[src/rtl/adder_pkg.sv]
// Shared types and width helpers for the accumulating adder pipeline.
package adder_pkg;

    // Upper bound on the stage-1 sum width carried in the S1 payload.
    localparam int unsigned SUM_MAX_W = 32;

    // Ceiling log2; clog2(1) = 0.
    function automatic int unsigned clog2(input int unsigned v);
        int unsigned r;
        r = 0;
        for (int unsigned i = 0; i < 32; i++) begin
            if ((64'd1 << i) < 64'(v)) begin
                r = i + 1;
            end
        end
        return r;
    endfunction

    // Stage-1 sum width: enough for N*(2^W-1)+1.
    function automatic int unsigned sum_width(input int unsigned w, input int unsigned n);
        return w + clog2(n);
    endfunction

    // S1 payload: the operand sum plus the beat's accumulator controls.
    typedef struct packed {
        logic                 acc_en;
        logic                 acc_clr;
        logic [SUM_MAX_W-1:0] sum;
    } s1_beat_t;

endpackage

[src/rtl/adder_tree.sv]
// Combinational sum of N unsigned W-bit operands plus a carry-in.
//   ops   : operand k at [k*W +: W]
//   cin   : carry-in
//   sum_c : unsigned sum, sum_width(W,N) bits
module adder_tree
    import adder_pkg::*;
#(
    parameter int unsigned W = 8,
    parameter int unsigned N = 4
) (
    input  logic [N*W-1:0]              ops,
    input  logic                        cin,
    output logic [sum_width(W,N)-1:0]   sum_c
);

    localparam int unsigned TW = sum_width(W, N);

    // Linear chain; synthesis rebalances into a tree.
    always_comb begin
        sum_c = TW'(cin);
        for (int unsigned k = 0; k < N; k++) begin
            sum_c = sum_c + TW'(ops[k*W +: W]);
        end
    end

endmodule

[src/rtl/adder_acc_pipe.sv]
// Two-stage N-operand adder with optional wrap/saturating accumulator and
// valid/ready handshakes on both sides.
//   clk, rst_n          : clock, async active-low reset
//   in_valid/in_ready   : input handshake (in_ready is combinational from out_ready)
//   ins                 : operands at [k*W +: W], carry-in at [N*W]
//   acc_en, acc_clr     : per-beat accumulate enable / start-from-zero
//   out_valid/out_ready : output handshake
//   sm, sm_zero, sm_ovf : registered result, zero flag, accumulator overflow
module adder_acc_pipe
    import adder_pkg::*;
#(
    parameter int unsigned W   = 8,
    parameter int unsigned N   = 4,
    parameter int unsigned AW  = 16,
    parameter int unsigned SAT = 0
) (
    input  logic            clk,
    input  logic            rst_n,
    input  logic            in_valid,
    output logic            in_ready,
    input  logic [N*W:0]    ins,
    input  logic            acc_en,
    input  logic            acc_clr,
    output logic            out_valid,
    input  logic            out_ready,
    output logic [AW-1:0]   sm,
    output logic            sm_zero,
    output logic            sm_ovf
);

    localparam int unsigned TW = sum_width(W, N);

    // Elaboration-time parameter sanity.
    if (AW < TW) begin : g_bad_aw
        $error("adder_acc_pipe: AW must be >= W + clog2(N)");
    end
    if (TW > SUM_MAX_W) begin : g_bad_tw
        $error("adder_acc_pipe: operand sum too wide for S1 payload");
    end
    if (N < 2 || N > 16 || (N & (N - 1)) != 0) begin : g_bad_n
        $error("adder_acc_pipe: N must be a power of 2 in 2..16");
    end

    logic [TW-1:0]  tree_sum_c;
    s1_beat_t       s1_d_c;
    s1_beat_t       s1_q;
    logic           s1_valid;
    logic [AW-1:0]  acc_q;

    logic           in_fire_c;
    logic           s2_load_c;
    logic [AW-1:0]  base_c;
    logic [AW:0]    t_c;
    logic [AW-1:0]  res_c;
    logic           ovf_c;

    adder_tree #(
        .W (W),
        .N (N)
    ) u_tree (
        .ops   (ins[N*W-1:0]),
        .cin   (ins[N*W]),
        .sum_c (tree_sum_c)
    );

    // Handshake: S2 takes S1 when empty or draining; S1 refills in the same cycle.
    always_comb begin
        s2_load_c = s1_valid && (!out_valid || out_ready);
        in_ready  = !s1_valid || s2_load_c;
        in_fire_c = in_valid && in_ready;
    end

    always_comb begin
        s1_d_c         = '0;
        s1_d_c.acc_en  = acc_en;
        s1_d_c.acc_clr = acc_clr;
        s1_d_c.sum     = SUM_MAX_W'(tree_sum_c);
    end

    // Result for the beat in S1; the overflow test is the carry out of AW bits.
    always_comb begin
        base_c = s1_q.acc_clr ? '0 : acc_q;
        t_c    = {1'b0, base_c} + (AW+1)'(s1_q.sum);
        res_c  = AW'(s1_q.sum);
        ovf_c  = 1'b0;
        if (s1_q.acc_en) begin
            ovf_c = t_c[AW];
            res_c = (ovf_c && (SAT != 0)) ? '1 : t_c[AW-1:0];
        end
    end

    // Stage S1 register.
    always_ff @(posedge clk or negedge rst_n) begin
        if (!rst_n) begin
            s1_valid <= 1'b0;
            s1_q     <= '0;
        end else if (in_fire_c) begin
            s1_valid <= 1'b1;
            s1_q     <= s1_d_c;
        end else if (s2_load_c) begin
            s1_valid <= 1'b0;
        end
    end

    // Stage S2 output register and accumulator.
    always_ff @(posedge clk or negedge rst_n) begin
        if (!rst_n) begin
            out_valid <= 1'b0;
            sm        <= '0;
            sm_zero   <= 1'b0;
            sm_ovf    <= 1'b0;
            acc_q     <= '0;
        end else if (s2_load_c) begin
            out_valid <= 1'b1;
            sm        <= res_c;
            sm_zero   <= (res_c == '0);
            sm_ovf    <= ovf_c;
            if (s1_q.acc_en) begin
                acc_q <= res_c;
            end
        end else if (out_ready) begin
            out_valid <= 1'b0;
        end
    end

endmodule

[config.mk]
export PLATFORM = sky130hd
export DESIGN_NAME = adder_acc_pipe
export DESIGN_NICKNAME = d
export VERILOG_FILES = /design/src/rtl/adder_pkg.sv /design/src/rtl/adder_tree.sv /design/src/rtl/adder_acc_pipe.sv
export SDC_FILE = /design/constraint.sdc
export NUM_CORES = 1
export LEC_CHECK = 0
export ABC_AREA = 1
export BUFFER_PORTS_ARGS = -buffer_cell sky130_fd_sc_hd__buf_2
export CAP_MARGIN = 30
export CORE_UTILIZATION = 60
export DETAILED_ROUTE_END_ITERATION = 6
export HOLD_SLACK_MARGIN = 0.03
export PLACE_DENSITY = 0.84
export SYNTH_ARGS = -nofsm -noshare
export SYNTH_HDL_FRONTEND = slang
export SYNTH_SLANG_ARGS = --single-unit
[constraint.sdc]
create_clock -name clk -period 4.6 [get_ports clk]
set_input_delay 0.69 -clock clk [delete_from_list [all_inputs] [get_ports clk]]
set_output_delay 0.69 -clock clk [all_outputs]
set_load 0.03 [all_outputs]
# ---- Yosys cells after proc, flatten, opt, wreduce, memory -nomap -nowiden
# Index checks and enable logic that the tools add are counted.
dict set report classes {
  n_addsub 5
  muxes 7
  n_reduce_logical 10
}
# cell n
set op_table {}
lappend op_table {{two-way mux 16 bit} 2}
lappend op_table {{adder 10 x 8 -> 10 bit} 3}
lappend op_table {{adder 16 x 10 -> 17 bit} 1}
lappend op_table {{zero test 16 bit} 1}
lappend op_table {{adder 1 x 8 -> 9 bit} 1}
lappend op_table {{two-way mux 1 bit} 5}
lappend op_table {{nonzero test 2 bit} 2}
lappend op_table {{logical AND 1 bit} 2}
lappend op_table {{zero test 1 bit} 2}
lappend op_table {{logical OR 1 bit} 2}
lappend op_table {{AND reduction 2 bit} 1}
dict set report word_totals {
  register_bits 48
  inputBits 39
  elab_cells 31
}

# ---- Depth between registers and ports, before layout
# Gate-level depths: netlist (run 1).
dict set report logic_depth {
  ltp_word 6
  mapped_depth 18
  ltp_nobuf 18
}

# ---- Modules after synthesis
# Synthesis (run 1) repeated with hierarchy kept, for this count alone.
dict set report unflattened {
  hier_cells 520
  area_unflattened_um2 3767.4
}
# mod n_inst cells_per_inst area_per_inst_um2 seq_area_each_um2
set modules_own_cells {}
lappend modules_own_cells {adder_acc_pipe 1 407 2925.3 1201.2}
lappend modules_own_cells {adder_tree 1 113 842.1 0.0}

# ---- Least setup slack after synthesis (run 1)
# Ideal clock, no wire load.
dict set report synth_path {
  kind {input to register}
  startpoint {input ins[0]}
  endpoint {register s1_q[7] (netlist name)}
  setup_time_ps 83
  t_arrival_ps 3551
  t_required_ps 4517
  path_slack_ps 966
  path_stages 18
  path_buffers 0
  cell_sequence {ha_1 -> ha_1 -> nand3_1 -> xor2_1 -> inv_1 -> fa_1 -> inv_1 -> fa_1 -> inv_1 -> ha_1 -> nand2_1 -> o211ai_1 -> nand2_1 -> a21oi_1 -> or2_2 -> nand2_1 -> nand2_1 -> o21ai_0}
}
dict set report synth_between {
  elab_chain_len 4
}
# item line_no
set synth_rtl {}
lappend synth_rtl {{start: declaration} adder_acc_pipe.sv:21} ;# input logic [N*W:0] ins,
lappend synth_rtl {{adder 1 x 8 -> 9 bit} adder_tree.sv:22} ;# sum_c = sum_c + TW'(ops[k*W +: W]);
lappend synth_rtl {{adder 10 x 8 -> 10 bit (3 in series)} adder_tree.sv:22}
lappend synth_rtl {{end signal: assignment} adder_acc_pipe.sv:96} ;# s1_q <= '0;
lappend synth_rtl {{end signal: assignment} adder_acc_pipe.sv:99} ;# s1_q <= s1_d_c;
lappend synth_rtl {{end: declaration} adder_acc_pipe.sv:46} ;# s1_beat_t s1_q;
# Every way passes these cells.
# A chain may end at the register's enable or synchronous reset.

# ---- Worst setup path in the final report (run 1)
# Same ends and word-level chain as after synthesis.

==> results of run 1 <==
## cell usage in the layout, fill, tap and decap left out, types with 2 or more instances in the layout
cell / instances
a21oi_1: 11
a21oi_2: 2
a31oi_1: 2
buf_2: 58
buf_4: 2
clkbuf_8: 6
dfrtp_1: 48
fa_1: 17
ha_1: 22
inv_1: 97
inv_2: 4
nand2_1: 137
nand2_2: 6
nand3_1: 40
nand3_2: 4
nand3b_1: 2
nand4_1: 9
nor2_1: 43
nor2_2: 2
nor3_1: 2
nor3b_1: 2
o211ai_1: 4
o21ai_0: 31
o21ai_1: 3
or2_1: 2
or2_2: 4
xnor2_1: 3
xor2_1: 6
## final cells by class
| cell class | count | area share |
|---|---|---|
| multi-input cells | 360 | 0.504 |
| repair buffers | 61 | 0.0770 |
| clock inverters | 1 | 0.00178 |
| inverters | 101 | 0.0898 |
| clock buffers | 7 | 0.0204 |
| flip-flops and latches | 48 | 0.284 |
| well taps | 75 | 0.0222 |
## layer usage
layer  up-vias  wire, um  GRT usage
met5         -         0          0
met4         0        79     0.0839
met1      1609      3680      0.331
met3         7       360     0.0427
li1       1739         -          -
met2        86      4290      0.515
## cell usage after synthesis, drive strengths merged
master / instances / area share
buf: 5 / 0.0086
o22ai: 1 / 0.0017
a32o: 1 / 0.0027
nor2: 46 / 0.049
ha: 22 / 0.073
o21bai: 1 / 0.0020
nor3: 2 / 0.0027
nand2: 143 / 0.15
or2: 6 / 0.010
nand3: 44 / 0.064
nand3b: 2 / 0.0040
inv: 101 / 0.10
o211ai: 4 / 0.0080
xnor2: 3 / 0.0070
o21ai: 35 / 0.048
a31oi: 2 / 0.0033
clkbuf: 6 / 0.0060
o21a: 1 / 0.0020
nand4: 9 / 0.015
dfrtp: 48 / 0.32
fa: 17 / 0.090
xor2: 6 / 0.014
a21oi: 13 / 0.019
nor3b: 2 / 0.0040
## worst max-delay path, cell delays in order
cell and delay, ns:
buf_2 0.10, ha_1 0.21, ha_1 0.21, nand3_1 0.12
xor2_1 0.15, inv_1 0.07, fa_1 0.49, inv_1 0.05
fa_1 0.49, inv_1 0.04, ha_1 0.34, nand2_1 0.06
o211ai_1 0.26, nand2_1 0.12, a21oi_1 0.16, or2_2 0.14
nand2_1 0.04, nand2_1 0.05, o21ai_0 0.07
## how the worst max path moves through the flow
stage	from	end	slack, ns	cells past startpoint
2_1_floorplan	ins[0]	s1_q[7]	0.97	18
3_3_place_gp	ins[0]	s1_q[7]	0.76	19
3_5_place_dp	ins[0]	s1_q[7]	0.61	19
4_1_cts	ins[0]	s1_q[7]	0.91	19
5_1_grt	ins[0]	s1_q[7]	0.63	19
6_report	ins[0]	s1_q[7]	0.91	19
## sequential cells by signal (all words and copies together), names as in the netlist
signal,count
acc_q,16
sm,16
sm_ovf,1
out_valid,1
s1_q,12
s1_valid,1
sm_zero,1
## stage by stage
step / power, W / std cells / setup slack, ns / area (um^2)
floorplan: 0.00155 / 520 / 0.966 / 3770
global placement: 0.00180 / 644 / 0.757 / 4110
detailed placement: 0.00184 / 645 / 0.609 / 4130
CTS: 0.00211 / 653 / 0.912 / 4220
global route: 0.00231 / 653 / 0.629 / 4220
finish: 0.00212 / 653 / 0.909 / 4220
## logic make-up (layout without fill, tap and decap cells)
logic type,Yosys count,after routing,synth area share
simple gates,254,254,0.295
buf+inv,112,170,0.115
compound gates,58,58,0.0864
flops,48,48,0.319
fa+ha+maj,39,39,0.163
xor+xnor,9,9,0.0209
## report_power, final
group	switching (W)	leakage, nW	internal [W]	total (W)
clock	0.000144	0.0445	0.000122	0.000266
sequential	0.000109	0.607	0.000559	0.000668
combinational	0.000764	1.73	0.000417	0.00118
total	0.00102	2.38	0.00110	0.00212
==> metrics.cfg, run 1 <==
[timing]
clock_skew_ns=0.00544
rsz0062_at_grt=no
hold_viol=0
fin_crit_sh=0.802
slew_violations=0
fmax_ghz=0.271
layout_min_cycle_time_ns=3.69
finalSetupViolCount=0
hold_slack_ns=0.350
setup_tns_ns=0
maxSlewHeadroom=0.403
tightest_slew_ns=0.895

[cts]
clk_latency_ns=0.30
cts_tree=yes
cts.clk_slew.worst_paths_ns=0.09
cts-hold-fix-buffers=0
cts.path.max_buffers=2
clock_sinks=48
post-cts-setup-buffers=0
cts_resized=0
cts_root_buffer=clkbuf_8
htreeDepth=2
cts_buffers=5

[critical_path]
r2r-start=s1_q[32]
path_class=in2reg
r2r_end=sm_zero
crit_path_start_kind=primary input
worstPathRequired_ns=4.78
arrival_ns=3.87
r2r_slack_ns=1.87
r2r_cells=13
crit_fanout=5
critPathCaptureType=register

[grt]
antenna_found_initial=0
grt_max_degree=29
grt_pass1_wl_um=14100
grt.overflow.total=0
grt_use_total=0.279
grt_pass1_vias=3359

[drt]
wire_per_inst_um=12.9
drcViolationCount=0
first_pass_iters=4
drt-initial-drc-count=195
vias=3441
drtAntennaViolNets=0
wl_um=8400
vias_per_cell=5.27

[logic_synthesis]
yosysWarnings=0
synth_area_per_cell_um2=7.24
synth-seq-cells=48
ys_seq_area_frac=0.319
syn_area_um2=3770
synthDistinctLibCells=36
postSynthCellCount=520
syn-num-nets=598

[power]
powerDensity_nw_per_um2=501
ir_drop_v=0.000237
leakagePower_nw=2.38

[die]
fp.dieH_um=81.2
die_area_um2=6600
initial_utilization=0.629
io_pins=59
fp.coreArea_um2=5990
rows=28
fp.dieW_um=81.2

[finish]
seq_area_um2=1200
multiInputGateArea_um2=2130
syn_to_final_growth_pct=12.2
n_fill_cell=507
antenna_cells=0
fin_util=0.705
nNetsFinal=655
drive_gt1_frac=0.159

[place]
dpl.hpwl_um=6650
numPortBuffers=58
place_congestion=0.897

[min_path]
min_path_type=in2async

[job]
drv_cap=0

[status]
status=finished clean

(Power assumes the default switching activity.)
==> run 2, diff against run 1 <==
CORE_UTILIZATION = 52   (was 60)
PLACE_DENSITY = 0.77   (was 0.84)
clock period = 3 ns   (was 4.6 ns; I/O delays follow)
==> run 2 against run 1 <==
The run now ends with setup timing left. Flip-flop and latch count did not move. Global-route usage fell by 1.8 points. Combinational power rose by 74%. Sequential power rose by 50%. Wire length rose by 4.1%. Clock skew barely moved. Via count rose by 1.5%. Clock-buffer cell count fell by 1. Critical path depth did not move.
==> metrics.cfg, run 2 (synthesized netlist as in run 1, its figures left out) <==
[status]
status=complete, but fails checks
violations=setup timing

[critical_path]
crit_path_start_kind=primary input
path_class=in2reg
r2r_end=sm_zero
r2r-start=s1_q[32]
worstPathRequired_ns=3.20
critPathCaptureType=register
crit_fanout=3
r2r_slack_ns=0.60
r2r_cells=13
arrival_ns=3.32

[finish]
reg.largest.list=acc_q (16), sm (16), s1_q (12)
antenna_cells=0
n_fill_cell=634
multiInputGateArea_um2=2230
syn_to_final_growth_pct=21.8
final_cell_mix=nand2_1, inv_1, buf_2, dfrtp_1, nor2_1
layout_commonest_cell=nand2_1
drive_gt1_frac=0.228
nNetsFinal=681
design_area_um2=4590
seq_area_um2=1200

[cts]
cts_root_buffer=clkbuf_8
clk_latency_ns=0.31
cts.clk_slew.worst_paths_ns=0.09
cts_buffers=5
htreeDepth=2
clock_sinks=48
cts.path.max_buffers=2
cts-hold-fix-buffers=0
cts_tree=yes

[grt]
grt_max_degree=33
grt_pass1_vias=3504
grt_use_total=0.261
antenna_found_initial=0
grt_pass1_wl_um=15300
grt.overflow.total=0

[min_path]
min_path_type=in2async

[die]
fp.coreArea_um2=6910
fp.dieW_um=87.1
rows=30
die_area_um2=7590
initial_utilization=0.545
io_pins=59
fp.dieH_um=87.1

[place]
place_congestion=0.884
postPlaceCellArea_um2=4380
numPortBuffers=58
dpl.hpwl_um=7090
dp_slack_ns=-0.548

[drt]
drtAntennaViolNets=0
drcViolationCount=0
first_pass_iters=4
wire_per_inst_um=12.5
vias_per_cell=4.99
drt-initial-drc-count=212
vias=3491
wl_um=8740

[power]
comb_power_share=0.578
power_w=0.00355
leakagePower_nw=2.53
pwr-share-clk=0.141
powerDensity_nw_per_um2=774
switchingPower_w=0.00162
pwr-share-seq=0.281
intPower_w=0.00193
ir_drop_v=0.000273
p_sw_frac=0.456

[timing]
worst_slack_ns=-0.114
rsz0062_at_grt=yes
hold_slack_ns=0.0642
layout_min_cycle_time_ns=3.11
clock_skew_ns=0.00593
fmax_ghz=0.321
tightest_slew_ns=0.484
fin_crit_sh=1.04
maxSlewHeadroom=0.677
hold_viol=0
finalSetupViolCount=4
slew_violations=0
setup_tns_ns=-0.340

[job]
drv_cap=0

run 2: cell type report:
type                            count  area share
Clock buffer                        6      0.0180
Sequential cell                    48       0.262
Multi-Input combinational cell    360       0.486
Timing Repair Buffer               87       0.117
Tap cell                           96      0.0262
Clock inverter                      2     0.00846
Inverter                          101      0.0827
run 2: what timing repair did:
action / in CTS / in global routing
pin swaps: 10 / 11
setup buffers: 5 / 2
setup endpoints to repair: 5 / 5
cloned: 0 / 0
gates resized for setup: 6 / 6
run 2: power by group through the flow:
stage | sequential [W] | clock, W | combinational, W
after floorplan | 0.00112 | 0 | 0.00130
after global placement | 0.000996 | 0 | 0.00193
after detailed placement | 0.00101 | 0 | 0.00199
after CTS | 0.000996 | 0.000509 | 0.00203
after global routing | 0.00102 | 0.000529 | 0.00232
final | 0.000999 | 0.000500 | 0.00205
run 2: worst max-delay path by stage:
stage / depth (start not counted) / slack, ns / from / to
floorplan: 16 / -0.21 / ins[0] / s1_q[7]
global placement: 17 / -0.46 / ins[0] / s1_q[7]
detailed placement: 17 / -0.55 / ins[0] / s1_q[7]
CTS: 17 / -0.12 / ins[32] / s1_q[7]
global route: 19 / -0.30 / ins[32] / s1_q[7]
finish: 19 / -0.11 / ins[32] / s1_q[7]
run 2: worst max-delay path: stages:
cell	delay [ns]
buf_6	0.10
ha_4	0.16
ha_4	0.17
nand3_2	0.06
xor2_1	0.14
inv_1	0.07
fa_1	0.47
inv_1	0.05
fa_1	0.50
inv_2	0.05
ha_4	0.27
nand2_2	0.04
o211ai_1	0.25
nand2_1	0.14
a21oi_2	0.13
or2_4	0.12
nand2_2	0.04
nand2_1	0.05
o21ai_1	0.06
run 2: layer usage:
| layer | up-vias | GRT usage | part of all wire |
|---|---|---|---|
| li1 | 1790 | - | - |
| met1 | 1599 | 0.317 | 0.44 |
| met2 | 90 | 0.478 | 0.51 |
| met3 | 12 | 0.0303 | 0.041 |
| met4 | 0 | 0.0879 | 0.015 |
| met5 | - | 0 | 0 |
run 2: metrics by stage:
step                      instances  utilization
after global routing            700        0.664
final                           700        0.664
after floorplan                 520            -
after detailed placement        686        0.635
after global placement          685        0.632
after CTS                       699        0.660
==> run 3, diff against run 2 <==
CORE_UTILIZATION = 54   (was 52)
CTS_BUF_LIST = sky130_fd_sc_hd__clkbuf_4 sky130_fd_sc_hd__clkbuf_8   (was not set)
CTS_CLUSTER_SIZE = 30   (was not set)
PLACE_DENSITY = 0.8   (was 0.77)
==> run 3 against run 2 <==
The run still ends with setup timing left. Highest routed layer unchanged. Critical path depth down 2. Clock skew grew 0.0012 ns. Utilization is 2.3 points higher. Largest cell class unchanged. Sequential power about the same. Hold slack improved by 0.032 ns. First-iteration DRC count down 9.4%. Combinational power up 4%. Flip-flop and latch count stayed put. Sequential share of layout area is 0.32 points lower.
==> metrics.cfg, run 3 (synthesized netlist as in run 1, its figures left out) <==
[cts]
htreeDepth=2
cts-hold-fix-buffers=0
cts_buffers=5
clk_latency_ns=0.31
cts.path.max_buffers=2
cts_root_buffer=clkbuf_8
cts.clk_slew.worst_paths_ns=0.09
cts_tree=yes
clock_sinks=48

[drt]
wl_um=9200
drtAntennaViolNets=0
wire_per_inst_um=13.5
vias=3580
vias_per_cell=5.23
drcViolationCount=0
first_pass_iters=6
drt-initial-drc-count=192

[finish]
layout_commonest_cell=nand2_1
final_cell_mix=nand2_1, inv_1, buf_2, dfrtp_1, nor2_1
syn_to_final_growth_pct=23.3
design_area_um2=4640
drive_gt1_frac=0.245
fin_util=0.687
nNetsFinal=681
antenna_cells=0
reg.largest.list=acc_q (16), sm (16), s1_q (12)

[timing]
fmax_ghz=0.312
maxSlewHeadroom=0.666
rsz0062_at_grt=yes
slew_violations=0
layout_min_cycle_time_ns=3.21
clock_skew_ns=0.00714
hold_slack_ns=0.0961
tightest_slew_ns=0.500
worst_slack_ns=-0.206
fin_crit_sh=1.07
hold_viol=0
finalSetupViolCount=4

[die]
rows=30
fp.dieH_um=85.5
fp.coreArea_um2=6760
io_pins=59
initial_utilization=0.557
fp.dieW_um=85.5
die_area_um2=7310

[grt]
grt_max_degree=30
grt_use_total=0.262
grt_pass1_vias=3435
grt.overflow.total=0
antenna_found_initial=0
grt_pass1_wl_um=15100

[critical_path]
critPathCaptureType=register
max_stage_delay_ns=0.48
crit_family=adder cells
crit_path_start_kind=primary input
path_buf_inv=4
slowest_stage=fa_1
worstPathRequired_ns=3.21
crit_fanout=3
crit_chain=buf_6 > ha_4 > ha_4 > fa_1 > inv_1 > fa_1 > inv_1 > ha_2 > inv_2 > fa_2 > o211ai_1 > nand2_1 > a21oi_1 > or2_4 > nand2_1 > nand2_1 > o21ai_1
crit_top_cell=nand2_1
path_class=in2reg
arrival_ns=3.41

[status]
violations=setup timing
status=complete, but fails checks

[place]
dpl.hpwl_um=7100
place_congestion=0.893
numPortBuffers=58
dp_slack_ns=-0.584
postPlaceCellArea_um2=4360

[power]
power_w=0.00356
ir_drop_v=0.000317
powerDensity_nw_per_um2=766
leakagePower_nw=2.54

[min_path]
min_path_type=in2async

[job]
drv_cap=0

[run 3: cell count changes in the layout (fill, tap and decap cells not counted), sizes merged]
cell	before	now
bufinv	1	0
inv	101	102
[run 3: stage by stage]
step | setup TNS [ns] | instances
global placement | -2.12 | 669
CTS | -0.482 | 681
global route | -1.26 | 684
finish | -0.581 | 684
detailed placement | -2.84 | 670
floorplan | -0.494 | 520
[run 3: final timing paths]
| check | from | to | slack (ns) | depth (start not counted) |
|---|---|---|---|---|
| max in group asynchronous | rst_n | sm[2] | 2.39 | 2 |
| min | rst_n | acc_q[10] | 0.1 | 1 |
| min reg2reg | sm_zero | sm_zero | 0.48 | 2 |
| min in group clk | acc_clr | s1_q[32] | 0.34 | 3 |
| max | ins[32] | s1_q[7] | -0.21 | 17 |
| max reg2reg | s1_q[32] | sm_zero | 0.56 | 13 |
[run 3: layer usage]
layer	global-route usage	share of wire	vias up
met1	0.325	0.42	1670
met3	0.0308	0.043	20
met5	0	0	-
met2	0.473	0.51	96
li1	-	-	1794
met4	0.0924	0.027	0
[run 3: cell type report]
cell class,count,area [um^2]
clock buffer,6,82.6
clock inverter,2,13.8
fill,579,2110
inverter,101,379
multi-input combinational,360,2330
sequential,48,1200
tap,80,100
timing repair buffer,87,537
[run 3: timing repair]
action | in CTS | in global routing
gates resized for setup | 8 | 22
setup endpoints to repair | 5 | 5
setup buffers | 5 | 3
pin swaps | 11 | 27
[run 3: power by group]
| part | internal, W | total (W) | leakage [nW] | switching, W |
|---|---|---|---|---|
| Clock | 0.000189 | 0.000426 | 0.0516 | 0.000237 |
| Sequential | 0.000858 | 0.000999 | 0.607 | 0.000141 |
| Combinational | 0.000837 | 0.00213 | 1.88 | 0.00129 |
